[config.mk]
export PLATFORM = sky130hd
export DESIGN_NAME = msrv32_ifetch_unit
export DESIGN_NICKNAME = d
export VERILOG_FILES = /design/src/rtl/msrv32_pkg.sv /design/src/rtl/msrv32_sync_fifo.sv /design/src/rtl/msrv32_ifetch_unit.sv
export SDC_FILE = /design/constraint.sdc
export NUM_CORES = 1
export LEC_CHECK = 0
export ABC_AREA = 1
export BUFFER_PORTS_ARGS = -buffer_cell sky130_fd_sc_hd__buf_2
export CELL_PAD_IN_SITES_DETAIL_PLACEMENT = 1
export CELL_PAD_IN_SITES_GLOBAL_PLACEMENT = 1
export CORE_ASPECT_RATIO = 0.9
export CORE_MARGIN = 2
export CORE_UTILIZATION = 42
export DETAILED_ROUTE_END_ITERATION = 8
export GPL_ROUTABILITY_DRIVEN = 0
export GPL_TIMING_DRIVEN = 0
export PLACE_DENSITY = 0.76
export SLEW_MARGIN = 20
export SYNTH_ARGS = -nofsm -noshare
export SYNTH_HDL_FRONTEND = slang
export SYNTH_HIERARCHICAL = 1
export SYNTH_SLANG_ARGS = --single-unit
[constraint.sdc]
create_clock -name ms_riscv32_mp_clk_in -period 8.31 [get_ports ms_riscv32_mp_clk_in]
set_input_delay 0.831 -clock ms_riscv32_mp_clk_in [delete_from_list [all_inputs] [get_ports ms_riscv32_mp_clk_in]]
set_output_delay 0.831 -clock ms_riscv32_mp_clk_in [all_outputs]
set_load 0.01 [all_outputs]
[src/rtl/msrv32_pkg.sv]
// ----------------------------------------------------------------------------
// msrv32_pkg
//   Shared definitions for the msrv32 front end.
//   XLEN          : machine word width (RV32).
//   NOP_INSTR     : RV32I canonical NOP (ADDI x0, x0, 0). It stands in for the
//                   instruction word of entries that never went to memory.
//   fetch_entry_t : one decoded-bound entry {instr, pc, misaligned}.
// ----------------------------------------------------------------------------
package msrv32_pkg;

    localparam int XLEN = 32;

    localparam logic [XLEN-1:0] NOP_INSTR = 32'h0000_0013;

    typedef struct packed {
        logic [XLEN-1:0] instr;
        logic [XLEN-1:0] pc;
        logic            misaligned;
    } fetch_entry_t;

endpackage

[src/rtl/msrv32_sync_fifo.sv]
// ----------------------------------------------------------------------------
// msrv32_sync_fifo
//   Small single-clock FIFO with a first-word-fall-through head: data_o shows
//   the oldest entry as soon as it has been written.
//   Parameters : WIDTH (entry bits), DEPTH (entries, power of two, >= 2).
//   clk_i      : clock, rising edge.
//   rst_ni     : asynchronous active-low reset (empties the FIFO).
//   clear_i    : synchronous discard of every entry; wins over push/pop.
//   push_i     : write data_i. Accepted when not full, or when full and an
//                entry is popped in the same cycle.
//   pop_i      : remove the head entry (ignored when empty).
//   data_o     : head entry (contents undefined while empty).
//   full_o     : count_o == DEPTH.
//   empty_o    : count_o == 0.
//   count_o    : number of stored entries, $clog2(DEPTH)+1 bits.
// ----------------------------------------------------------------------------
module msrv32_sync_fifo #(
    parameter int WIDTH = 32,
    parameter int DEPTH = 2
) (
    input  logic                       clk_i,
    input  logic                       rst_ni,
    input  logic                       clear_i,
    input  logic                       push_i,
    input  logic [WIDTH-1:0]           data_i,
    input  logic                       pop_i,
    output logic [WIDTH-1:0]           data_o,
    output logic                       full_o,
    output logic                       empty_o,
    output logic [$clog2(DEPTH):0]     count_o
);

    localparam int AW = $clog2(DEPTH);
    localparam int CW = AW + 1;

    logic [WIDTH-1:0] mem_q [DEPTH];
    logic [AW-1:0]    wr_ptr_q, wr_ptr_d;
    logic [AW-1:0]    rd_ptr_q, rd_ptr_d;
    logic [CW-1:0]    count_q, count_d;
    logic             do_push;
    logic             do_pop;

    assign empty_o = (count_q == '0);
    assign full_o  = (count_q == CW'(DEPTH));
    assign count_o = count_q;
    assign data_o  = mem_q[rd_ptr_q];

    assign do_pop  = pop_i & ~empty_o;
    assign do_push = push_i & (~full_o | do_pop);

    // Pointers are AW bits wide, so DEPTH being a power of two makes the
    // natural overflow the modulo-DEPTH wrap.
    always_comb begin
        wr_ptr_d = wr_ptr_q;
        rd_ptr_d = rd_ptr_q;
        count_d  = count_q;
        if (clear_i) begin
            wr_ptr_d = '0;
            rd_ptr_d = '0;
            count_d  = '0;
        end else begin
            if (do_push) begin
                wr_ptr_d = wr_ptr_q + AW'(1);
            end
            if (do_pop) begin
                rd_ptr_d = rd_ptr_q + AW'(1);
            end
            count_d = count_q + CW'(do_push) - CW'(do_pop);
        end
    end

    always_ff @(posedge clk_i or negedge rst_ni) begin
        if (!rst_ni) begin
            wr_ptr_q <= '0;
            rd_ptr_q <= '0;
            count_q  <= '0;
        end else begin
            wr_ptr_q <= wr_ptr_d;
            rd_ptr_q <= rd_ptr_d;
            count_q  <= count_d;
        end
    end

    // Storage carries no reset: slots are only observed after being written.
    for (genvar gi = 0; gi < DEPTH; gi++) begin : g_slot
        always_ff @(posedge clk_i) begin
            if (do_push && !clear_i && (wr_ptr_q == AW'(gi))) begin
                mem_q[gi] <= data_i;
            end
        end
    end

endmodule

[src/rtl/msrv32_ifetch_unit.sv]
// ----------------------------------------------------------------------------
// msrv32_ifetch_unit
//   Instruction-fetch front end between the stage-1 PC register, the
//   instruction-memory request/response bus and decode.
//   Parameters : DEPTH (max outstanding + buffered fetches), NOP_INSTR.
//   ms_riscv32_mp_clk_in / ms_riscv32_mp_rst_in : clock / async active-low reset.
//   pc_in, pc_valid_in, pc_ready_out   : fetch address handshake with the PC reg.
//   flush_in                           : redirect, drop everything in flight.
//   imem_req_out, imem_addr_out, imem_gnt_in          : request channel.
//   imem_rvalid_in, imem_rdata_in                     : in-order response channel.
//   instr_valid_out, instr_out, instr_pc_out,
//   instr_misaligned_out, instr_ready_in              : entry handshake to decode.
//
//   The PC queue holds the PCs of granted requests awaiting data; the response
//   queue holds finished entries for decode. A fetch needs a credit: the sum of
//   both queues (less an entry retiring this cycle) must be below DEPTH.
//   Misaligned PCs bypass memory and become a NOP entry, but only when nothing
//   is outstanding, so entries stay in program order.
//   After a flush, the drop counter swallows responses for requests that were
//   already on the bus; new fetches may start while it is still counting
//   because the bus answers in order.
// ----------------------------------------------------------------------------
module msrv32_ifetch_unit
    import msrv32_pkg::*;
#(
    parameter int              DEPTH     = 2,
    parameter logic [XLEN-1:0] NOP_INSTR = msrv32_pkg::NOP_INSTR
) (
    input  logic            ms_riscv32_mp_clk_in,
    input  logic            ms_riscv32_mp_rst_in,
    input  logic [XLEN-1:0] pc_in,
    input  logic            pc_valid_in,
    output logic            pc_ready_out,
    input  logic            flush_in,
    output logic            imem_req_out,
    output logic [XLEN-1:0] imem_addr_out,
    input  logic            imem_gnt_in,
    input  logic            imem_rvalid_in,
    input  logic [XLEN-1:0] imem_rdata_in,
    output logic            instr_valid_out,
    output logic [XLEN-1:0] instr_out,
    output logic [XLEN-1:0] instr_pc_out,
    output logic            instr_misaligned_out,
    input  logic            instr_ready_in
);

    localparam int CW = $clog2(DEPTH) + 1;
    localparam int EW = $bits(fetch_entry_t);

    // run_q is low during reset and for the first edge after it, which keeps
    // every request-side output at 0 while the reset is applied.
    logic            run_q;
    logic [CW-1:0]   drop_q, drop_d;

    logic [XLEN-1:0] pcq_head;
    logic            pcq_push, pcq_pop, pcq_full, pcq_empty;
    logic [CW-1:0]   pcq_count;

    fetch_entry_t    rsp_in, rsp_head;
    logic            rsp_push, rsp_pop, rsp_full, rsp_empty;
    logic [CW-1:0]   rsp_count;

    logic            pc_aligned;
    logic            retire;
    logic [CW-1:0]   occ;
    logic [CW-1:0]   occ_after;
    logic            credit;
    logic            req_accept;
    logic            mis_accept;
    logic            rsp_take;
    logic [CW-1:0]   pending;

    // ------------------------------------------------------------------
    // Request side
    // ------------------------------------------------------------------
    assign pc_aligned = (pc_in[1:0] == 2'b00);
    assign retire     = ~rsp_empty & instr_ready_in;

    // Queues together never exceed DEPTH, so CW bits hold the sum. Counting
    // the retiring entry as free keeps streaming at one per cycle.
    assign occ       = pcq_count + rsp_count;
    assign occ_after = occ - CW'(retire);
    assign credit    = run_q & ~flush_in & (occ_after < CW'(DEPTH));

    assign imem_req_out  = pc_valid_in & credit & pc_aligned;
    assign imem_addr_out = imem_req_out ? pc_in : '0;
    assign req_accept    = imem_req_out & imem_gnt_in;

    assign mis_accept    = pc_valid_in & credit & ~pc_aligned & pcq_empty;
    assign pc_ready_out  = req_accept | mis_accept;

    // ------------------------------------------------------------------
    // Response side
    // ------------------------------------------------------------------
    // A response in a flush cycle, or while the drop counter is nonzero,
    // belongs to a discarded request.
    assign rsp_take = imem_rvalid_in & ~flush_in & (drop_q == '0) & ~pcq_empty;

    assign pcq_push = req_accept;
    assign pcq_pop  = rsp_take;

    // rsp_take needs an outstanding request and mis_accept needs none, so at
    // most one of them pushes in any cycle.
    assign rsp_push = rsp_take | mis_accept;
    assign rsp_pop  = retire;

    always_comb begin
        rsp_in = '0;
        if (mis_accept) begin
            rsp_in.instr      = NOP_INSTR;
            rsp_in.pc         = pc_in;
            rsp_in.misaligned = 1'b1;
        end else begin
            rsp_in.instr      = imem_rdata_in;
            rsp_in.pc         = pcq_head;
            rsp_in.misaligned = 1'b0;
        end
    end

    // On flush everything still on the bus must be swallowed: requests that
    // were already being dropped plus the ones in the PC queue. A response
    // arriving in the flush cycle itself is one of those.
    assign pending = drop_q + pcq_count;

    always_comb begin
        drop_d = drop_q;
        if (flush_in) begin
            drop_d = pending - CW'(imem_rvalid_in && (pending != '0));
        end else if (imem_rvalid_in && (drop_q != '0)) begin
            drop_d = drop_q - CW'(1);
        end
    end

    always_ff @(posedge ms_riscv32_mp_clk_in or negedge ms_riscv32_mp_rst_in) begin
        if (!ms_riscv32_mp_rst_in) begin
            run_q  <= 1'b0;
            drop_q <= '0;
        end else begin
            run_q  <= 1'b1;
            drop_q <= drop_d;
        end
    end

    msrv32_sync_fifo #(
        .WIDTH (XLEN),
        .DEPTH (DEPTH)
    ) u_pc_queue (
        .clk_i   (ms_riscv32_mp_clk_in),
        .rst_ni  (ms_riscv32_mp_rst_in),
        .clear_i (flush_in),
        .push_i  (pcq_push),
        .data_i  (pc_in),
        .pop_i   (pcq_pop),
        .data_o  (pcq_head),
        .full_o  (pcq_full),
        .empty_o (pcq_empty),
        .count_o (pcq_count)
    );

    msrv32_sync_fifo #(
        .WIDTH (EW),
        .DEPTH (DEPTH)
    ) u_rsp_queue (
        .clk_i   (ms_riscv32_mp_clk_in),
        .rst_ni  (ms_riscv32_mp_rst_in),
        .clear_i (flush_in),
        .push_i  (rsp_push),
        .data_i  (rsp_in),
        .pop_i   (rsp_pop),
        .data_o  (rsp_head),
        .full_o  (rsp_full),
        .empty_o (rsp_empty),
        .count_o (rsp_count)
    );

    // ------------------------------------------------------------------
    // Decode side: fields read 0 whenever no entry is presented.
    // ------------------------------------------------------------------
    assign instr_valid_out      = ~rsp_empty;
    assign instr_out            = instr_valid_out ? rsp_head.instr : '0;
    assign instr_pc_out         = instr_valid_out ? rsp_head.pc    : '0;
    assign instr_misaligned_out = instr_valid_out & rsp_head.misaligned;

    // ------------------------------------------------------------------
    // Protocol checks
    // ------------------------------------------------------------------
    // Read data with nothing outstanding and nothing being dropped is a bus
    // protocol error; the logic above ignores it.
    a_rvalid_unexpected : assert property (
        @(posedge ms_riscv32_mp_clk_in) disable iff (!ms_riscv32_mp_rst_in)
        !(imem_rvalid_in && pcq_empty && (drop_q == '0) && !flush_in)
    );

    // Credits must make overflow of either queue impossible.
    a_pcq_overflow : assert property (
        @(posedge ms_riscv32_mp_clk_in) disable iff (!ms_riscv32_mp_rst_in)
        !(pcq_push && pcq_full && !pcq_pop)
    );

    a_rsp_overflow : assert property (
        @(posedge ms_riscv32_mp_clk_in) disable iff (!ms_riscv32_mp_rst_in)
        !(rsp_push && rsp_full && !rsp_pop)
    );

endmodule

# Word-level counts from Yosys, hierarchy flattened
# Memories as Yosys holds them, arrays and structs flattened.
# Index checks and enable logic that the tools add are counted.
# W data, S select, Z words.
op_classes:
  mux: 30
  div: 0
  n_addsub: 13
  reduce_logical: 22
  eq_ne: 2
  n_lt_le_gt_ge: 1
  n_bitwise: 28
  shift: 0
  n_mul: 0
ops:
  columns: ["cell", "n"]
  rows:
  - ["$mux W65", 2]
  - ["$mux W32", 4]
  - ["$reduce_or A65 Y1", 1]
  - ["$reduce_or A32 Y1", 1]
  - ["$mux W1", 20]
  - ["$and A1 B1 Y1", 16]
  - ["$reduce_bool A2 Y1", 7]
  - ["$logic_and A1 B1 Y1", 8]
  - ["$logic_not A2 Y1", 4]
  - ["$mux W2", 4]
  - ["$not A1 Y1", 8]
  - ["$sub A2 B1 Y2", 4]
  - ["$add A1 B1 Y1 const B", 4]
  - ["$add A2 B1 Y2", 2]
  - ["$add A2 B2 Y2", 2]
  - ["$eq A2 B2 Y1 const B", 2]
  - ["$or A1 B1 Y1", 4]
  - ["$lt A2 B2 Y1 const B", 1]
  - ["$sub A2 B1 Y2 const B", 1]
  - ["$logic_not A1 Y1", 1]
totals:
  reg_bits: 11
  wordCells: 106
  mem_bits_ro: 0
  ram_bits: 194
  n_memories: 2
  in_bits: 71
  latchBits: 0
  output_inout_bits: 100
memory_table:
  columns: ["memory", "depth", "word_bits", "rd", "rd_ports_with_merged_regs", "wr", "line_no", "text"]
  rows:
  - ["u_rsp_queue.mem_q", 2, 65, 1, 0, 1, "msrv32_sync_fifo.sv:36", "logic [WIDTH-1:0] mem_q [DEPTH];"]
  - ["u_pc_queue.mem_q", 2, 32, 1, 0, 1, "msrv32_sync_fifo.sv:36", null]

# Depth between registers and ports, before layout
# Gate-level depths: netlist of run 1.
logic_depth:
  word_depth: 17
  ltp_mapped: 26

# Modules after synthesis
# The synthesis of run 1 kept the hierarchy.
modules_own_cells:
  columns: ["module", "cells_each", "area_each_um2", "n_inst", "seq_area_each_um2"]
  rows:
  - ["msrv32_sync_fifo (u_rsp_queue)", 378, 4967.3, 1, 4003.8]
  - ["msrv32_sync_fifo (u_pc_queue)", 206, 2602.5, 1, 2021.9]
  - ["msrv32_ifetch_unit", 439, 1833.0, 1, 75.1]

# Worst setup path after synthesis of run 1
# Ideal clock, no wire load.
synth_timing:
  kind: "register to register"
  from: "reg u_rsp_queue.count_q[1] (netlist: u_rsp_queue/count_o[1])"
  to: "mem u_rsp_queue/mem_q[1][0] in the netlist's numbering, enable pin"
  n_path_buf: 3
  period_less_slack_ps: 7322
  slack_ps: 988
  required_time_ps: 7741
  setup_time_ps: 569
  arrival_ps: 6753
  stages_incl_launch_ff: 18
  cell_sequence: "dfrtp_1 inv_1 nand2_1 inv_1 clkbuf_1 nor2_1 ha_1 inv_1 nand2_1 nand2_1 nand3_1 nand2_2 nand4_2 buf_4 buf_2 nand2_1 o21ai_0 nor3_1"
synth_via:
  elab_chain_len: 17
  word_cells_on_any_way: 26
synth_rtl:
  columns: ["item", "line_no", "text"]
  rows:
  - ["start, declared", "msrv32_sync_fifo.sv:39", "logic [CW-1:0] count_q, count_d;"]
  - ["start signal, assigned", "msrv32_sync_fifo.sv:80", "count_q <= count_d;"]
  - ["$logic_not A2 Y1 *", "msrv32_sync_fifo.sv:43", "assign empty_o = (count_q == '0);"]
  - ["named net rsp_empty", "msrv32_ifetch_unit.sv:60", "logic rsp_push, rsp_pop, rsp_full, rsp_empty;"]
  - ["$not A1 Y1 *", "msrv32_ifetch_unit.sv:77", "assign retire = ~rsp_empty & instr_ready_in;"]
  - ["$and A1 B1 Y1 *", "msrv32_ifetch_unit.sv:77", null]
  - ["named net retire", "msrv32_ifetch_unit.sv:64", "logic retire;"]
  - ["$sub A2 B1 Y2 *", "msrv32_ifetch_unit.sv:82", "assign occ_after = occ - CW'(retire);"]
  - ["$lt A2 B2 Y1 *", "msrv32_ifetch_unit.sv:83", "assign credit = run_q & ~flush_in & (occ_after < CW'(DEPTH));"]
  - ["$and A1 B1 Y1 *", "msrv32_ifetch_unit.sv:83", null]
  - ["[... 4 more ...]", null, null]
  - ["named net rsp_push", "msrv32_ifetch_unit.sv:60", null]
  - ["$and A1 B1 Y1 *", "msrv32_sync_fifo.sv:49", "assign do_push = push_i & (~full_o | do_pop);"]
  - ["$logic_and A1 B1 Y1 *", "msrv32_sync_fifo.sv:87", "if (do_push && !clear_i && (wr_ptr_q == AW'(gi))) begin"]
  - ["$logic_and A1 B1 Y1", "msrv32_sync_fifo.sv:87", null]
  - ["$mux W1", "msrv32_sync_fifo.sv:87", null]
  - ["$mux W1 (not written as such)", "msrv32_sync_fifo.sv:88", "mem_q[gi] <= data_i;"]
  - ["$reduce_or A65 Y1 (no source line)", null, null]
  - ["$mux W1 (no source line)", null, null]
  - ["end, declared", "msrv32_sync_fifo.sv:36", null]
# The timed path passes the listed nets; every way through them passes the cells marked *.

# Final worst setup path of run 1
layout_timing:
  from: "reg u_rsp_queue.count_q[1] (netlist: u_rsp_queue/count_o[1])"
  to: "mem u_rsp_queue/mem_q[1][55] in the netlist's numbering, enable pin"
# The elaborated chain is that of the path after synthesis.

==> results_dict.tcl, run 1 <==
set metrics [dict create \
    status "finished, final reports clean" \
    grt_pass1_wl_mm 38.7 \
    layout_common_cells "nand2_1 (453), edfxtp_1 (194), buf_2 (186)" \
    drt-initial-drc-count 336 \
    rsz0062_at_grt "no" \
    tritoncts.num_buffers 24 \
    cts_tree "done" \
    p_per_area_nw_per_um2 200 \
    final.min_clock_period_ns 4.66 \
    critPathMaxFanout 10 \
    crit_chain "inv_1 > nand2_1 > inv_1 > clkbuf_1 > nor2_1 > ha_1 > inv_1 > nand2_1 > nand2_1 > nand3_1 > nand2_2 > nand4_2 > buf_4 > buf_2 > nand2_1 > o21ai_0 > nor3_2 > buf_4 > buf_4 > buf_4" \
    final_nets 1309 \
    total_power_mw 2.32 \
    syn_area_um2 9400 \
    rows 51 \
    crit_slowest_cell "nor3_2" \
    wl_mm 24.6 \
    first_pass_iters 4 \
    timing.final.crit_share_pct 56.1 \
    post_cts_resized 0 \
    multi_input_area_um2 2440 \
    ir_worst_vdd_uv 161 \
    power_leakage_nw 5.79 \
    fmax_ghz 0.214 \
    drive_gt1_share_pct 21.2 \
    worst_setup_path_start_kind "flop" \
    dieWidth_um 162 \
    grt-ovfl-total 0 \
    wl_per_cell_um 15.9 \
    crit_buf_inv 9 \
    fin_area_um2 11600 \
    die_height_um 146 \
    maxCapViolations 0 \
    max_stage_delay_ns 0.55 \
    ant_nets 0 \
    crit_type "flop to flop" \
    avgViaCountPerCell 4.68 \
    internal_power_mw 1.79 \
    crit_family "buffers and inverters" \
    clockPowerShare_pct 42.4 \
    grt_pass1_vias 7567 \
    p_sw_mw 0.530 \
    hp-class "input pin to async pin" \
    coreArea_um2 21800 \
    yosysWarnings 6 \
    hpwlAfterDp_mm 17.7 \
    antenna_found_initial 1 \
    clock_skew_ns 0.0112 \
    portBuffers 168 \
    cts_max_level 1 \
    hold_violations 0 \
    maxSlewViolCount 0 \
    clockBufferDepth 3 \
    p_seq_share_pct 49.7 \
    vias 7224 \
    layout-area-overhead-vs-synth_pct 23.2 \
    die_area_um2 23600 \
    finalSetupTns_ns 0 \
    grt_max_degree 25 \
    clock_latency_ns 0.51 \
    end_kind "flop" \
    floorplan.initialDensity_pct 43.1 \
    grtUsageTotal_pct 20.9 \
    postCtsHoldBufs 0 \
    crit_arrival_ns 4.88 \
    clk_pin_slew_ns 0.06 \
    postSynthCellCount 1021 \
    pwr-share-comb_pct 7.9 \
    relSlewSlack_pct 31.0 \
    cp.required_ns 8.53 \
    syn_avg_cell_area_um2 9.20 \
    place_area_um2 10800 \
    layout_commonest_cell "nand2_1" \
    finish.utilization_pct 53.0 \
    setup_viol 0 \
    tightest_slew_ns 1.02 \
    seq_area_um2 6100 \
    postCtsSetupRepairBufs 0 \
    drc 0 \
    clock_sinks 205 \
    fill_cells 2611 \
    ios 171 \
    ctsRootBufferMaster "clkbuf_16" \
    switching_share_pct 22.9 \
]
path summary, 6_finish.rpt:
path | slack, ns | to | startpoint | depth (start not counted)
max in group asynchronous | 7.85 | u_pc_queue/count_o[1] | ms_riscv32_mp_rst_in | 1
min in group ms_riscv32_mp_clk_in | 0.54 | u_pc_queue/mem_q[1][12] | pc_in[12] | 1
worst min-delay path | 0.21 | run_q | ms_riscv32_mp_rst_in | 1
worst max register to register | 3.65 | u_rsp_queue/mem_q[1][55] | u_rsp_queue/count_o[1] | 20
worst max-delay path | 3.65 | u_rsp_queue/mem_q[1][55] | u_rsp_queue/count_o[1] | 20
worst min register to register | 0.63 | u_rsp_queue/mem_q[0][15] | u_pc_queue/mem_q[0][14] | 4
sequential cells by signal, summed over array words and instances, names as in the netlist:
signal / count
u_rsp_queue/count_o: 2
u_pc_queue/wr_ptr_q: 1
u_pc_queue/rd_ptr_q: 1
u_rsp_queue/rd_ptr_q: 1
drop_q: 2
u_pc_queue/count_o: 2
u_rsp_queue/wr_ptr_q: 1
u_rsp_queue/mem_q: 130
run_q: 1
u_pc_queue/mem_q: 64
routing by layer:
layer | track usage, % | part of all wire, % | vias to the layer above
met3 | 3.39 | 5.7 | 32
met1 | 26.3 | 42 | 3457
met4 | 5.09 | 1.8 | 0
met2 | 37.5 | 50 | 196
met5 | 0 | 0 | -
li1 | - | - | 3539
power by group through the flow:
stage                     clock [mW]  combinational, mW  sequential [mW]
after floorplan                    0              0.101             1.17
after global placement             0              0.169             1.17
after detailed placement           0              0.185             1.17
after CTS                       1.00              0.187             1.15
after global routing            1.04              0.208             1.15
final                          0.984              0.183             1.15
worst reg2reg max path: stages (launching register included):
cell	delay, ns
dfrtp_1	0.43
inv_1	0.09
nand2_1	0.11
inv_1	0.15
clkbuf_1	0.47
nor2_1	0.22
ha_1	0.31
inv_1	0.07
nand2_1	0.05
nand2_1	0.07
nand3_1	0.09
nand2_2	0.11
nand4_2	0.13
buf_4	0.23
buf_2	0.22
nand2_1	0.12
o21ai_0	0.26
nor3_2	0.55
buf_4	0.31
buf_4	0.20
buf_4	0.18
area by class of cell:
cell class	instances	area share [%]
clock inverter	14	0.800
clock buffer	30	5.57
buffer	43	2.24
antenna	1	0.0216
tap	291	3.15
sequential	205	52.7
multi-input combinational	607	21.1
inverter	167	5.42
timing repair buffer	184	9.03
per-stage QoR:
| stage | hold WS [ns] | instances | worst slack, ns |
|---|---|---|---|
| 3_3_place_gp | 0.560 | 1481 | -2.72 |
| 5_1_grt | 0.220 | 1541 | 3.18 |
| 3_5_place_dp | 0.621 | 1497 | 3.59 |
| 2_1_floorplan | 0.535 | 1022 | 0.988 |
| 6_report | 0.208 | 1542 | 3.65 |
| 4_1_cts | 0.210 | 1541 | 3.55 |
No activity file was read; power rests on OpenSTA's default activity.
==> run 2: changes to the inputs <==
Clock period 8.31 ns to 4.6 ns, I/O delays scaled along.
==> run 2 against run 1 <==
Compared with the run above: clock-buffer cell count is 2 lower; worst setup slack worse by 3.4 ns; clock skew fell by 0.0011 ns; wire length hardly changed; first-iteration DRC count rose by 12%.
==> results_dict.tcl, run 2 (synthesis results as in run 1) <==
set metrics [dict create \
    ios 171 \
    drive_gt1_share_pct 20.5 \
    die_height_um 146 \
    end_kind "flop" \
    floorplan.initialDensity_pct 43.1 \
    fill_cells 2625 \
    layout_commonest_cell "nand2_1" \
    grtUsageTotal_pct 20.9 \
    maxSlewViolCount 0 \
    largest_register_ffs 130 \
    cp.required_ns 4.80 \
    crit_arrival_ns 4.58 \
    grt_pass1_vias 7345 \
    top_regs "u_rsp_queue/mem_q x130, u_pc_queue/mem_q x64" \
    rsz0062_at_grt "yes" \
    cts_max_level 1 \
    clock_sinks 205 \
    avgViaCountPerCell 4.69 \
    regToRegStartpoint "u_rsp_queue/count_o[1]" \
    ir_worst_vdd_uv 207 \
    crit_buf_inv 8 \
    preCtsSetupSlack_ns 0.0349 \
    crit_type "flop to flop" \
    timing.final.crit_share_pct 95.1 \
    grt-ovfl-total 0 \
    tritoncts.num_buffers 23 \
    wl_per_cell_um 16.0 \
    layout_common_cells "nand2_1 (453), edfxtp_1 (194), buf_2 (186)" \
    min-delay-start "pc_in[16]" \
    clock_latency_ns 0.50 \
    max_stage_delay_ns 0.44 \
    relSlewSlack_pct 32.4 \
    hp-class "input pin to flop" \
    largest_register "u_rsp_queue/mem_q" \
    ant_nets 0 \
    power_leakage_nw 5.77 \
    final_nets 1306 \
    hold_depth 1 \
    vias 7214 \
    drc 0 \
    clock_skew_ns 0.0101 \
    clk_pin_slew_ns 0.06 \
    seq_area_um2 6100 \
    layout-area-overhead-vs-synth_pct 23.0 \
    portBuffers 168 \
    ctsRootBufferMaster "clkbuf_16" \
    crit_slowest_cell "nor3_4" \
    p_per_area_nw_per_um2 353 \
    clockBufferDepth 3 \
    maxCapViolations 0 \
    rows 51 \
    wl_mm 24.6 \
    hpwlAfterDp_mm 17.4 \
    antenna_found_initial 1 \
    first_pass_iters 5 \
    crit_chain "inv_1 > nand2_1 > inv_1 > nor2_1 > ha_1 > inv_1 > nand2_1 > nand2_1 > nand3_1 > nand2_2 > nand4_2 > buf_4 > buf_2 > nand2_1 > o21ai_0 > nor3_4 > buf_6 > buf_8 > buf_8" \
    holdWs_ns 0.177 \
    multi_input_area_um2 2450 \
    status "finished, final reports clean" \
    fin_area_um2 11600 \
    cts_tree "done" \
    tightest_slew_ns 1.00 \
    coreArea_um2 21800 \
    ff2ff_path_depth 19 \
    dieWidth_um 162 \
    setup_viol 0 \
    finalSetupTns_ns 0 \
    cp_common_cell "nand2_1" \
    worst_setup_path_start_kind "flop" \
    critPathMaxFanout 13 \
    die_area_um2 23600 \
    place_area_um2 10900 \
    grt_pass1_wl_mm 38.7 \
    fmax_ghz 0.229 \
    r2r_slack_ns 0.23 \
    r2r_end "u_rsp_queue/mem_q[1][1]" \
    hold_violations 0 \
    final.min_clock_period_ns 4.37 \
    crit_family "simple AND/OR/NAND/NOR gates" \
    worst_slack_ns 0.227 \
    drt-initial-drc-count 377 \
    whs_endpoint "u_pc_queue/mem_q[0][16]" \
    grt_max_degree 22 \
]
-- run 2: changes by cell type in the layout (fill, tap and decap cells not counted), sizes merged --
cell / before / now
clkbuf: 36 / 33
dlygate4sd3: 0 / 1
buf: 221 / 219
inv: 168 / 167
-- run 2: worst max path at each step --
| stage | end | slack, ns | cells past startpoint | from |
|---|---|---|---|---|
| finish | u_rsp_queue/mem_q[1][1] | 0.23 | 19 | u_rsp_queue/count_o[1] |
| global route | u_rsp_queue/mem_q[1][8] | -0.15 | 19 | u_rsp_queue/count_o[1] |
| CTS | u_rsp_queue/mem_q[1][1] | 0.24 | 19 | u_rsp_queue/count_o[1] |
| detailed placement | u_rsp_queue/mem_q[1][1] | 0.03 | 20 | u_rsp_queue/count_o[1] |
| global placement | u_rsp_queue/mem_q[0][16] | -1.87 | 17 | u_rsp_queue/count_o[1] |
| floorplan | u_rsp_queue/mem_q[0][0] | 0.05 | 17 | u_rsp_queue/count_o[1] |
-- run 2: layout make-up --
class	instances	area share, %
sequential	205	52.8
timing repair buffer	183	9.36
antenna	1	0.0217
buffer	42	2.21
clock buffer	28	5.14
inverter	167	5.43
tap	291	3.15
multi-input combinational	607	21.2
clock inverter	13	0.672
-- run 2: through the flow --
stage / utilization [%] / std cells / total power [mW]
final: 52.9 / 1537 / 4.08
after global routing: 52.9 / 1536 / 4.23
after CTS: 52.9 / 1534 / 4.12
after detailed placement: 49.7 / 1493 / 2.45
after global placement: 48.7 / 1481 / 2.43
after floorplan: - / 1022 / 2.30
-- run 2: power breakdown --
group	leakage (nW)	internal (mW)	switching (mW)	total (mW)
sequential	1.90	2.07	0.0127	2.08
clock	0.327	0.965	0.696	1.66
combinational	3.54	0.117	0.216	0.333
-- run 2: per-layer routing --
| layer | global-route usage, % | wire, um | up-vias |
|---|---|---|---|
| li1 | - | - | 3537 |
| met1 | 26.8 | 10500 | 3439 |
| met2 | 37.3 | 12200 | 202 |
| met3 | 3.19 | 1380 | 36 |
| met4 | 5.18 | 505 | 0 |
| met5 | 0 | 0 | - |
-- run 2: repair_timing --
action                                  CTS  global route
setup buffers                             0             2
hold buffers                              1             0
endpoints found under the setup margin   13            34
endpoints found under the hold margin    11             0
resized for setup                         0             0
-- run 2: worst reg2reg max path, cell delays in order (launching register included) --
cell and delay, ns:
dfrtp_1 0.43, inv_1 0.09, nand2_1 0.14, inv_1 0.28, nor2_1 0.42, ha_1 0.31, inv_1 0.07, nand2_1 0.05
nand2_1 0.07, nand3_1 0.09, nand2_2 0.12, nand4_2 0.13, buf_4 0.23, buf_2 0.22, nand2_1 0.14, o21ai_0 0.29
nor3_4 0.44, buf_6 0.22, buf_8 0.16, buf_8 0.18
